==> config.mk <==
export PLATFORM = sky130hd
export DESIGN_NAME = lif_neuron_bank
export DESIGN_NICKNAME = d
export VERILOG_FILES = /design/src/rtl/lif_pkg.sv /design/src/rtl/lif_update.sv /design/src/rtl/lif_neuron_bank.sv
export SDC_FILE = /design/constraint.sdc
export NUM_CORES = 1
export LEC_CHECK = 0
export ABC_AREA = 1
export BUFFER_PORTS_ARGS = -buffer_cell sky130_fd_sc_hd__buf_2
export CELL_PAD_IN_SITES_DETAIL_PLACEMENT = 0
export CELL_PAD_IN_SITES_GLOBAL_PLACEMENT = 1
export CORE_MARGIN = 2
export CORE_UTILIZATION = 37
export DETAILED_ROUTE_END_ITERATION = 8
export HOLD_SLACK_MARGIN = 0.1
export MAX_ROUTING_LAYER = met4
export PLACE_DENSITY = 0.76
export SYNTH_ARGS = -nofsm -noshare
export SYNTH_HDL_FRONTEND = slang
export SYNTH_SLANG_ARGS = --single-unit
==> constraint.sdc <==
create_clock -name clk -period 5.5 [get_ports clk]
set_clock_uncertainty 0.1 [all_clocks]
set_input_delay 1.1 -clock clk [delete_from_list [all_inputs] [get_ports clk]]
set_output_delay 1.1 -clock clk [all_outputs]
set_load 0.01 [all_outputs]
==> src/rtl/lif_pkg.sv <==
// Shared constants and helpers for the LIF neuron bank.
// Holds the post-spike reset-mode encodings and a width-generic saturating adder.
package lif_pkg;

    localparam logic LIF_RST_ZERO = 1'b0;
    localparam logic LIF_RST_SUB  = 1'b1;

    localparam int LIF_MAX_W = 32;

    // Unsigned add clamped to 2^width-1; callers zero-extend operands to LIF_MAX_W.
    function automatic logic [LIF_MAX_W-1:0] satAdd(
        input logic [LIF_MAX_W-1:0] a,
        input logic [LIF_MAX_W-1:0] b,
        input int                   width
    );
        logic [LIF_MAX_W:0] sum;
        logic [LIF_MAX_W:0] limit;
        sum   = {1'b0, a} + {1'b0, b};
        limit = ({{LIF_MAX_W{1'b0}}, 1'b1} << width) - {{LIF_MAX_W{1'b0}}, 1'b1};
        return (sum > limit) ? limit[LIF_MAX_W-1:0] : sum[LIF_MAX_W-1:0];
    endfunction

endpackage

==> src/rtl/lif_update.sv <==
// Combinational leaky integrate-and-fire rule for one neuron:
// (state, refractory count, current, config) -> (next state, next count, fire).
module lif_update
    import lif_pkg::*;
#(
    parameter int W     = 8,
    parameter int REF_W = 3
) (
    input  logic [W-1:0]     s_i,
    input  logic [REF_W-1:0] r_i,
    input  logic [W-1:0]     current_i,
    input  logic [W-1:0]     threshold_i,
    input  logic [2:0]       leak_shift_i,
    input  logic [REF_W-1:0] refrac_len_i,
    input  logic             reset_mode_i,
    output logic [W-1:0]     s_o,
    output logic [REF_W-1:0] r_o,
    output logic             fire_o
);

    logic [W-1:0] leak;
    logic [W-1:0] leaked;
    logic [W-1:0] n;

    // A refractory neuron only leaks; otherwise it integrates and may fire.
    always_comb begin
        leak   = (leak_shift_i == 3'd0) ? '0 : (s_i >> leak_shift_i);
        leaked = s_i - leak;
        n      = W'(satAdd(LIF_MAX_W'(leaked), LIF_MAX_W'(current_i), W));
        s_o    = leaked;
        r_o    = r_i;
        fire_o = 1'b0;
        if (r_i != '0) begin
            r_o = r_i - REF_W'(1);
        end else if (n >= threshold_i) begin
            fire_o = 1'b1;
            s_o    = (reset_mode_i == LIF_RST_SUB) ? (n - threshold_i) : '0;
            r_o    = refrac_len_i;
        end else begin
            s_o = n;
        end
    end

endmodule

==> src/rtl/lif_neuron_bank.sv <==
// Time-multiplexed bank of LIF neurons sharing one lif_update datapath,
// visiting channels round-robin, one per enabled cycle.
module lif_neuron_bank
    import lif_pkg::*;
#(
    parameter int N_CH  = 4,
    parameter int W     = 8,
    parameter int REF_W = 3,
    parameter int CH_W  = $clog2(N_CH)
) (
    input  logic             clk,
    input  logic             reset_n,
    input  logic             en,
    input  logic [W-1:0]     current,
    input  logic [W-1:0]     threshold,
    input  logic [2:0]       leak_shift,
    input  logic [REF_W-1:0] refrac_len,
    input  logic             reset_mode,
    output logic [CH_W-1:0]  ch_idx,
    output logic [W-1:0]     state_out,
    output logic             spike,
    output logic [CH_W-1:0]  spike_ch,
    output logic [N_CH-1:0]  spike_vec,
    output logic             frame_done
);

    logic [W-1:0]     state_q  [N_CH];
    logic [REF_W-1:0] refrac_q [N_CH];
    logic [CH_W-1:0]  chIdx_q, chIdx_d;
    logic [W-1:0]     stateOut_q;
    logic             spike_q;
    logic [CH_W-1:0]  spikeCh_q;
    logic [N_CH-1:0]  spikeVec_q, spikeVec_d;
    logic             frameDone_q;

    logic [W-1:0]     sNext;
    logic [REF_W-1:0] rNext;
    logic             fire;
    logic             lastCh;

    lif_update #(
        .W     (W),
        .REF_W (REF_W)
    ) u_update (
        .s_i          (state_q[chIdx_q]),
        .r_i          (refrac_q[chIdx_q]),
        .current_i    (current),
        .threshold_i  (threshold),
        .leak_shift_i (leak_shift),
        .refrac_len_i (refrac_len),
        .reset_mode_i (reset_mode),
        .s_o          (sNext),
        .r_o          (rNext),
        .fire_o       (fire)
    );

    // Channel 0 opens a new frame, so its update starts from a cleared spike vector.
    always_comb begin
        lastCh     = (chIdx_q == CH_W'(N_CH - 1));
        chIdx_d    = lastCh ? '0 : (chIdx_q + CH_W'(1));
        spikeVec_d = (chIdx_q == '0) ? '0 : spikeVec_q;
        if (fire) begin
            spikeVec_d = spikeVec_d | (N_CH'(1) << chIdx_q);
        end
    end

    always_ff @(posedge clk) begin
        if (!reset_n) begin
            for (int i = 0; i < N_CH; i++) begin
                state_q[i]  <= '0;
                refrac_q[i] <= '0;
            end
            chIdx_q     <= '0;
            stateOut_q  <= '0;
            spike_q     <= 1'b0;
            spikeCh_q   <= '0;
            spikeVec_q  <= '0;
            frameDone_q <= 1'b0;
        end else if (en) begin
            state_q[chIdx_q]  <= sNext;
            refrac_q[chIdx_q] <= rNext;
            chIdx_q           <= chIdx_d;
            stateOut_q        <= sNext;
            spike_q           <= fire;
            spikeCh_q         <= chIdx_q;
            spikeVec_q        <= spikeVec_d;
            frameDone_q       <= lastCh;
        end else begin
            spike_q     <= 1'b0;
            frameDone_q <= 1'b0;
        end
    end

    assign ch_idx     = chIdx_q;
    assign state_out  = stateOut_q;
    assign spike      = spike_q;
    assign spike_ch   = spikeCh_q;
    assign spike_vec  = spikeVec_q;
    assign frame_done = frameDone_q;

endmodule

**Word level (Yosys, flattened, before mapping)**

Memory sizes are Yosys's and may differ from the RTL's. A register that Yosys moved wholly into a read port is not among the register bits.
Cells that the tools add are included.

- Bits in registers: 18
- RAM bits: 44
- Input port bits: 26
- Output and inout bits: 18
- Word-level logic and storage cells: 51
- Memories: 2

Memories:

| name | words | bits a word | read ports | clocked after Yosys merged registers in | wr ports | line | text |
|---|---|---|---|---|---|---|---|
| state_q | 4 | 8 | 1 | 1 | 4 | lif_neuron_bank.sv:27 | `logic [W-1:0] state_q [N_CH];` |
| refrac_q | 4 | 3 | 1 | 1 | 4 | lif_neuron_bank.sv:28 | `logic [REF_W-1:0] refrac_q [N_CH];` |

- Add/subtract/negate cells: 5
- Magnitude comparators: 2
- Eq/ne operators: 1
- Shifts and indexed selects: 2
- Multiplexer cells: 26
- Bitwise gates (word level): 1
- Reductions and logical operators: 6

Operators with widths:

| cell | count |
|---|---|
| 8-bit 2-to-1 mux | 6 |
| 8-bit subtractor | 2 |
| 2-bit 2-to-1 mux | 7 |
| 8-bit by 8-bit adder with 9-bit output | 1 |
| 9-bit by 8-bit greater-than comparator with 1-bit output (second input constant) | 1 |
| 3-bit 2-to-1 mux | 3 |
| 8-bit >= comparator | 1 |
| 1-bit 2-to-1 mux | 8 |
| 4-bit 2-to-1 mux | 2 |
| 8-bit OR reduction | 1 |
| 8-bit by 3-bit right shift with 8-bit output | 1 |
| 4-bit bitwise OR | 1 |
| 1-bit by 2-bit << shifter with 4-bit output (first input constant) | 1 |
| 3-bit zero test | 1 |
| 3-bit nonzero test | 1 |
| 3-bit OR reduction | 1 |
| 3-bit by 1-bit subtractor with 3-bit output (second input constant) | 1 |
| 2-bit by 1-bit adder with 2-bit output (second input constant) | 1 |
| 2-bit == test (second input constant) | 1 |
| 2-bit zero test | 1 |
| 2-bit AND reduction | 1 |

**Depth between registers and ports, before layout**

Gate-level depths: netlist (run 1).

- Word-level depth: 11
- Mapped depth: 41
- Depth with buffers taken out: 39

**Cells and area by module**

Synthesis (run 1) repeated with hierarchy kept, for this count alone.

- Cells, all modules: 625
- Area, all modules: 4,650.7 µm²

Modules (own cells, without submodules):

| module | instances | cells an instance | area an instance (µm²) | seq. area each (µm²) |
|---|---|---|---|---|
| lif_neuron_bank | 1 | 284 | 2,834.0 | 1,721.7 |
| lif_update | 1 | 341 | 1,816.7 | 0.0 |

**Least setup slack after synthesis (run 1)**

OpenSTA, ideal clock, no wires.

- Path kind: input -> register
- From: in leak_shift[2]
- To: mem refrac_q[0][2] (data pin)
- Library setup time: 0.266 ns
- Data arrival time: 5.154 ns
- Required time: 5.134 ns
- Slack: -0.020 ns
- Stages: 33
- Buffers on the path: 2
- Cell sequence: clkbuf_1 -> nor2_1 -> inv_1 -> nor2_1 -> a32oi_1 -> o21ai_0 -> ha_1 -> fa_1 -> inv_1 -> nand4_1 -> nand3_1 -> nand2_1 -> and2_1 -> ha_1 -> nand2_1 -> inv_1 -> nand2_1 -> nand2_1 -> a21oi_4 -> inv_1 -> nor2_1 -> ha_1 -> inv_1 -> fa_1 -> nand3_2 -> nand3_2 -> nand2_1 -> nand3_2 -> nor2_2 -> buf_4 -> nand2_1 -> o211ai_2 -> nor2_1

RTL lines:

| what | line | text |
|---|---|---|
| start, declared | lif_neuron_bank.sv:16 | `input logic [2:0] leak_shift,` |
| end, declared | lif_neuron_bank.sv:28 |  |

==> key figures, run 1 <==
Global routing
  – Global route total overflow: 0
  – First-pass GRT wire length: about 20,000 µm
  – Vias in the first global route: 4,264
  – Initial antenna violation count: 0
  – Largest net degree at the start of global routing: 18
  – GRT Util Overall: between 10% and 20%

Power
  – Sequential power share: 18.4%
  – Clk network pwr share: around 18%
  – Power per cell area: around 560 nW/µm²
  – Switch share: 41.3%
  – Peak VDD IR: ~360 µV
  – Leakage: ~3 nW
  – Combinational Power Share: 64.1%
  – Int Power: 0.00197 W
  – Net Sw Power: between 0.001 and 0.0015 W

Timing
  – Worst slew margin: a little under half
  – Final-report hold violation count: 0
  – Final WS setup: about 320 ps
  – F_max: between 150 and 200 MHz
  – Final Max Tran Viols: 0
  – Setup Viol. Count Final: 0
  – Fin crit period: about 5200 ps
  – Worst slew pin tran: between 800 and 900 ps
  – Tcrit/Tclk final: between 90% and 100%

Routing
  – Via count: between 4k and 5k
  – DRC viols: 0
  – WL/cell: between 10 and 15 µm
  – Number of routed nets with antenna violations: 0
  – Total Wirelength: 12,200 µm
  – First drt pass iteration count: 5
  – Number of vias per cell: roughly 4.8
  – Iter 0 DRT Violations: about 280

Placed design
  – # port buffers: between 40 and 50
  – Placed insts: just under 900
  – Place WS: -274 ps
  – DP HPWL: between 9000 and 10,000 µm
  – Routability-driven placement congestion ratio: around 0.88

Critical path
  – Max Fanout on Critical Path: 10
  – Critical path arrival: 5130 ps
  – CP required: about 5500 ps
  – Setup crit end kind: flop
  – Critical Path Max Stage Delay: 360 ps
  – Critical path class: input port to flop
  – CP startpoint kind: input port
  – CP dominant cell by count: nand2_1
  – Critical-path top delay cell: fa_2

Synthesis
  – Area contributors post-synth: edfxtp_1 29%, nand2_1 18%, dfxtp_1 8.9%
  – Warnings from Yosys: 0
  – Area share of fa/ha/maj cells after synthesis: 9.12%
  – Post-synthesis simple-gate area fraction: about a third
  – Number of synthesized flops with an enable pin: 44
  – Ys flop type: edfxtp_1
  – Post-Syn Nets: around 690
  – Post-synthesis compound-gate area fraction: under 10%
  – Largest family of logic cells by synthesized area: simple AND/OR/NAND/NOR gates
  – Sequential area share after synthesis: between 30% and 40%
  – Syn Std Cell Area: roughly 4500 µm²
  – Mapped Cells: around 630
  – Synth top area share: roughly 30%
  – Yosys top cell by area: edfxtp_1
  – Mux cell area share after synthesis: 0%
  – Synthesized area per cell: 7.17 µm²
  – Post-synthesis cell type count: 38
  – Post-synth ARST share: 0%
  – XOR/XNOR Fraction of Synth Area: ~1.6%
  – Seq cells post-synth: 64

Die
  – Die ar.: between 10,000 and 15,000 µm²
  – Initial core utilization: approximately 38%
  – Die X: ~110 µm
  – Die height: roughly 110 µm
  – Core Rows: 40
  – Boundary pin count: 44
  – Core ar.: 12,000 µm²

Final layout
  – Diode count: 0
  – Fin cells: ~900
  – Fillers: approximately 1.2k
  – P&R area growth vs syn: 32.4%
  – Final Core Density: approximately half
  – Share of cells above drive strength 1: about a quarter
  – Layout net count: 802

Min path
  – Worst hold path class: flop to flop

Run
  – Max_cap viols: 0

Clock tree
  – Deepest clock path buffer count: 2
  – Cts hold-fix bufs: 0
  – Total CTS buffers: 9
  – CTS tree: yes
  – Worst-path clk slew: roughly 50 ps
  – CTS sink count: 64
  – Clk root buf: clkbuf_16
  – CTS H-tree depth: 3
  – Worst skew pair latency: 330 ps

Status
  – Status: complete, no violations
==> state kept, by name, indices dropped and copies added, names as in the netlist, named ones only <==
register    flops
spike_vec       1
frame_done      1
state_out       8
spike_ch        2
spike           1
refrac_q       12
state_q        32
ch_idx          2
==> layer usage <==
metal	vias up	global-route usage (%)	wire, µm
li1	2234	-	-
met1	1946	25.8	5520
met2	96	32.7	5980
met3	10	3.28	580
met4	0	4.39	87
met5	-	-	0
==> cells by family (layout without fill, tap and decap cells) <==
family / after synthesis / in the layout
flops: 64 / 64
buf+inv: 123 / 245
fa+ha+maj: 31 / 31
compound gates: 63 / 63
simple gates: 339 / 339
xor+xnor: 8 / 8
==> what timing repair did <==
item	CTS	global route
gates resized for setup	0	52
buffers inserted	0	4
setup endpoints to repair	0	57
==> stage by stage <==
stage	total power, W	hold slack, ps	area [µm²]	setup TNS [ps]
final	0.00336	349	5960	0
after global routing	0.00365	374	5960	-86.0
after CTS	0.00322	354	5710	0
after detailed placement	0.00263	339	5400	-9990
after global placement	0.00262	337	5400	-6390
after floorplan	0.00179	376	4500	0
==> layout make-up <==
type	instances	area [µm²]	share of cell area (%)
multi-input combinational	441	2470	41.5
sequential	64	1720	28.9
timing repair buffer	123	858	14.4
inverter	105	403	6.76
clock buffer	9	225	3.78
tap	147	184	3.09
clock inverter	7	86.3	1.45
timing repair inverter	1	5.00	0.0840
==> critical path: cells and delay by family <==
family	cells	cell delay, ps
compound gates	5	580
fa+ha+maj	4	1180
buf+inv	7	740
simple gates	16	1480
==> final timing paths <==
check                                    from              to  slack, ps  cells past startpoint
worst max-delay path            leak_shift[0]  refrac_q[0][1]        320                     32
worst max register to register           flop  refrac_q[0][1]        400                     36
worst min register to register   state_out[1]    state_out[1]        350                      2
worst min-delay path             state_out[1]    state_out[1]        350                      2
==> power by group through the flow <==
stage                     sequential [W]  clock, W  combinational [W]
final                           0.000619  0.000588            0.00215
after global routing            0.000623  0.000617            0.00242
after CTS                       0.000617  0.000594            0.00201
after detailed placement        0.000626         0            0.00200
after global placement          0.000624         0            0.00200
after floorplan                 0.000628         0            0.00116
==> layout by cell type (no fill, tap or decap), types with 2 or more instances in the layout <==
| cell type | n |
|---|---|
| clkinvlp_4 | 2 |
| nor2_2 | 3 |
| edfxtp_1 | 44 |
| clkbuf_16 | 9 |
| fa_2 | 2 |
| clkinv_2 | 3 |
| ha_4 | 7 |
| o211ai_2 | 2 |
| inv_4 | 2 |
| xor2_1 | 3 |
| and2_1 | 2 |
| o21ai_0 | 14 |
| inv_2 | 12 |
| dfxtp_2 | 2 |
| o21ai_1 | 6 |
| nand4_1 | 10 |
| xnor2_1 | 5 |
| nand3_2 | 9 |
| ha_1 | 20 |
| inv_1 | 90 |
| a21oi_2 | 2 |
| a21oi_1 | 23 |
| bufinv_16 | 2 |
| buf_12 | 2 |
| o21ai_2 | 5 |
| nor2_1 | 48 |
| nand2_1 | 214 |
| a32o_1 | 3 |
| buf_2 | 42 |
| buf_6 | 4 |
| nand2_2 | 5 |
| buf_4 | 74 |
| dfxtp_1 | 18 |
| nand3_1 | 42 |
==> synthesized netlist by cell type, types with 8 or more instances <==
cell type and count:
nand3_1 49, nand2_1 218, o21ai_0 19, nand4_1 10
dfxtp_1 20, nor2_1 50, inv_2 10, edfxtp_1 44
ha_1 28, a21oi_1 24, clkbuf_1 8, inv_1 95
Note: power is estimated with default switching activity, not from simulation.
==> inputs of run 2 (changes only) <==
Settings changed: CORE_UTILIZATION 37 to 39, PLACE_DENSITY 0.76 to 0.79.
==> key figures, run 2 (synthesis results as in run 1) <==
Status
  – Status: complete, no violations

Routing
  – Total Wirelength: approximately 12,000 µm
  – WL/cell: ~13 µm
  – Via count: approximately 4.2k
  – Number of vias per cell: 4.76
  – Number of routed nets with antenna violations: 0
  – First drt pass iteration count: 4
  – DRC viols: 0
  – Iter 0 DRT Violations: 294

Die
  – Initial core utilization: 39.8%
  – Die height: about 110 µm
  – Die X: approximately 110 µm
  – Core ar.: between 10,000 and 15,000 µm²
  – Core Rows: 39
  – Die ar.: between 10,000 and 15,000 µm²
  – Boundary pin count: 44

Timing
  – WHS: 346 ps
  – Final Max Tran Viols: 0
  – Setup Viol. Count Final: 0
  – Fin crit period: approximately 5200 ps
  – Setup TNS: 0 ps
  – Final-report hold violation count: 0
  – F_max: 192 MHz
  – Worst slew margin: 44.2%
  – Worst slew pin tran: approximately 830 ps
  – Tcrit/Tclk final: between 90% and 100%
  – Final WS setup: roughly 280 ps

Critical path
  – CP startpoint kind: input port
  – Critical-path top delay cell: or2_2
  – Setup crit end kind: flop
  – Max Fanout on Critical Path: 10
  – Critical path arrival: 5170 ps
  – CP dominant cell by count: nand2_1
  – R2R Setup Slk: about 400 ps
  – R2r endpoint: refrac_q[0][1]
  – Critical Path Max Stage Delay: between 300 and 400 ps
  – Critical path class: input port to flop
  – R2R depth: 34
  – CP required: about 5500 ps

Min path
  – Hold path startpoint: state_out[7]
  – Hold path depth: 2
  – Hold EP: state_out[7]
  – Worst hold path class: flop to flop

Clock tree
  – Deepest clock path buffer count: 2
  – CTS tree: yes
  – CTS H-tree depth: 3
  – Cts hold-fix bufs: 0
  – Clk root buf: clkbuf_16
  – CTS sink count: 64
  – Worst-path clk slew: about 50 ps
  – Total CTS buffers: 9
  – Worst skew pair latency: between 300 and 400 ps

Global routing
  – GRT Util Overall: 19.5%
  – Vias in the first global route: around 4.0k
  – Largest net degree at the start of global routing: 18
  – First-pass GRT wire length: 19,100 µm
  – Initial antenna violation count: 0
  – Global route total overflow: 0

Final layout
  – Multi-input logic area: 2460 µm²
  – Seq. cell area: 1720 µm²
  – Layout net count: 800
  – P&R area growth vs syn: 31.0%
  – Fillers: 1,121
  – Share of cells above drive strength 1: roughly a quarter
  – Largest register by flop count: state_q
  – Largest register FFs: 32
  – Diode count: 0
  – Commonest non-fill, non-tap cell in the layout: nand2_1
  – Most frequent cells in the layout: 216 x nand2_1, 94 x inv_1, 76 x buf_4

Power
  – Peak VDD IR: around 370 µV
  – Leakage: 3.06 nW
  – Power per cell area: between 500 and 600 nW/µm²

Placed design
  – Routability-driven placement congestion ratio: between 0.8 and 0.9
  – # port buffers: 43
  – DP HPWL: 9130 µm
  – Place WS: -242 ps

Run
  – Max_cap viols: 0
-- run 2: cell count changes in the layout (fill, tap and decap cells not counted), sizes merged --
cell	before	now
clkinv	4	3
inv	104	105
clkinvlp	3	0
-- run 2: report_power, final --
| part | total [W] | switching (W) | internal, W |
|---|---|---|---|
| sequential | 0.000613 | 0.0000252 | 0.000588 |
| clock | 0.000571 | 0.000181 | 0.000389 |
| combinational | 0.00217 | 0.00116 | 0.00100 |
| total | 0.00335 | 0.00137 | 0.00198 |
-- run 2: per-layer routing --
metal | GRT usage, % | up-vias | share of wire (%)
li1 | - | 2237 | -
met1 | 25.5 | 1908 | 45
met2 | 32.2 | 85 | 50
met3 | 3.10 | 9 | 4.8
met4 | 4.44 | 0 | 0.77
met5 | - | - | 0
-- run 2: cell type report --
cell class,count,area share [%]
Clock buffer,10,3.88
Clock inverter,5,1.23
Inverter,105,6.73
Multi-Input combinational cell,441,41.7
Sequential cell,64,29.2
Tap cell,143,3.03
Timing Repair Buffer,122,14.2
-- run 2: worst max-delay path, delay by kind of cell --
family | cells | cell delay, ps
AO/OA/AOI/OAI | 3 | 420
adder cells (fa/ha/maj) | 3 | 920
buffers and inverters | 7 | 770
AND/OR/NAND/NOR | 20 | 1930
-- run 2: worst max-delay path by stage --
stage | startpoint | to | cells past startpoint
after detailed placement | leak_shift[0] | state_q[1][3] | 34
final | leak_shift[0] | refrac_q[0][1] | 33
after global placement | leak_shift[0] | state_q[3][3] | 30
after global routing | leak_shift[0] | refrac_q[2][1] | 33
after CTS | flop | state_q[1][3] | 37
after floorplan | leak_shift[0] | refrac_q[0][2] | 31
-- run 2: per-stage QoR --
stage | instances | util, % | instance area [µm²] | power [W]
after floorplan | 628 | - | 4500 | 0.00179
after global placement | 874 | 47.8 | 5410 | 0.00264
after detailed placement | 874 | 47.8 | 5410 | 0.00264
after CTS | 889 | 50.4 | 5710 | 0.00322
after global routing | 890 | 52.1 | 5900 | 0.00363
final | 890 | 52.1 | 5900 | 0.00335
-- run 2: what timing repair did --
action | in CTS | in global routing
setup buffers | 0 | 1
endpoints found under the setup margin | 0 | 57
resized for setup | 0 | 39
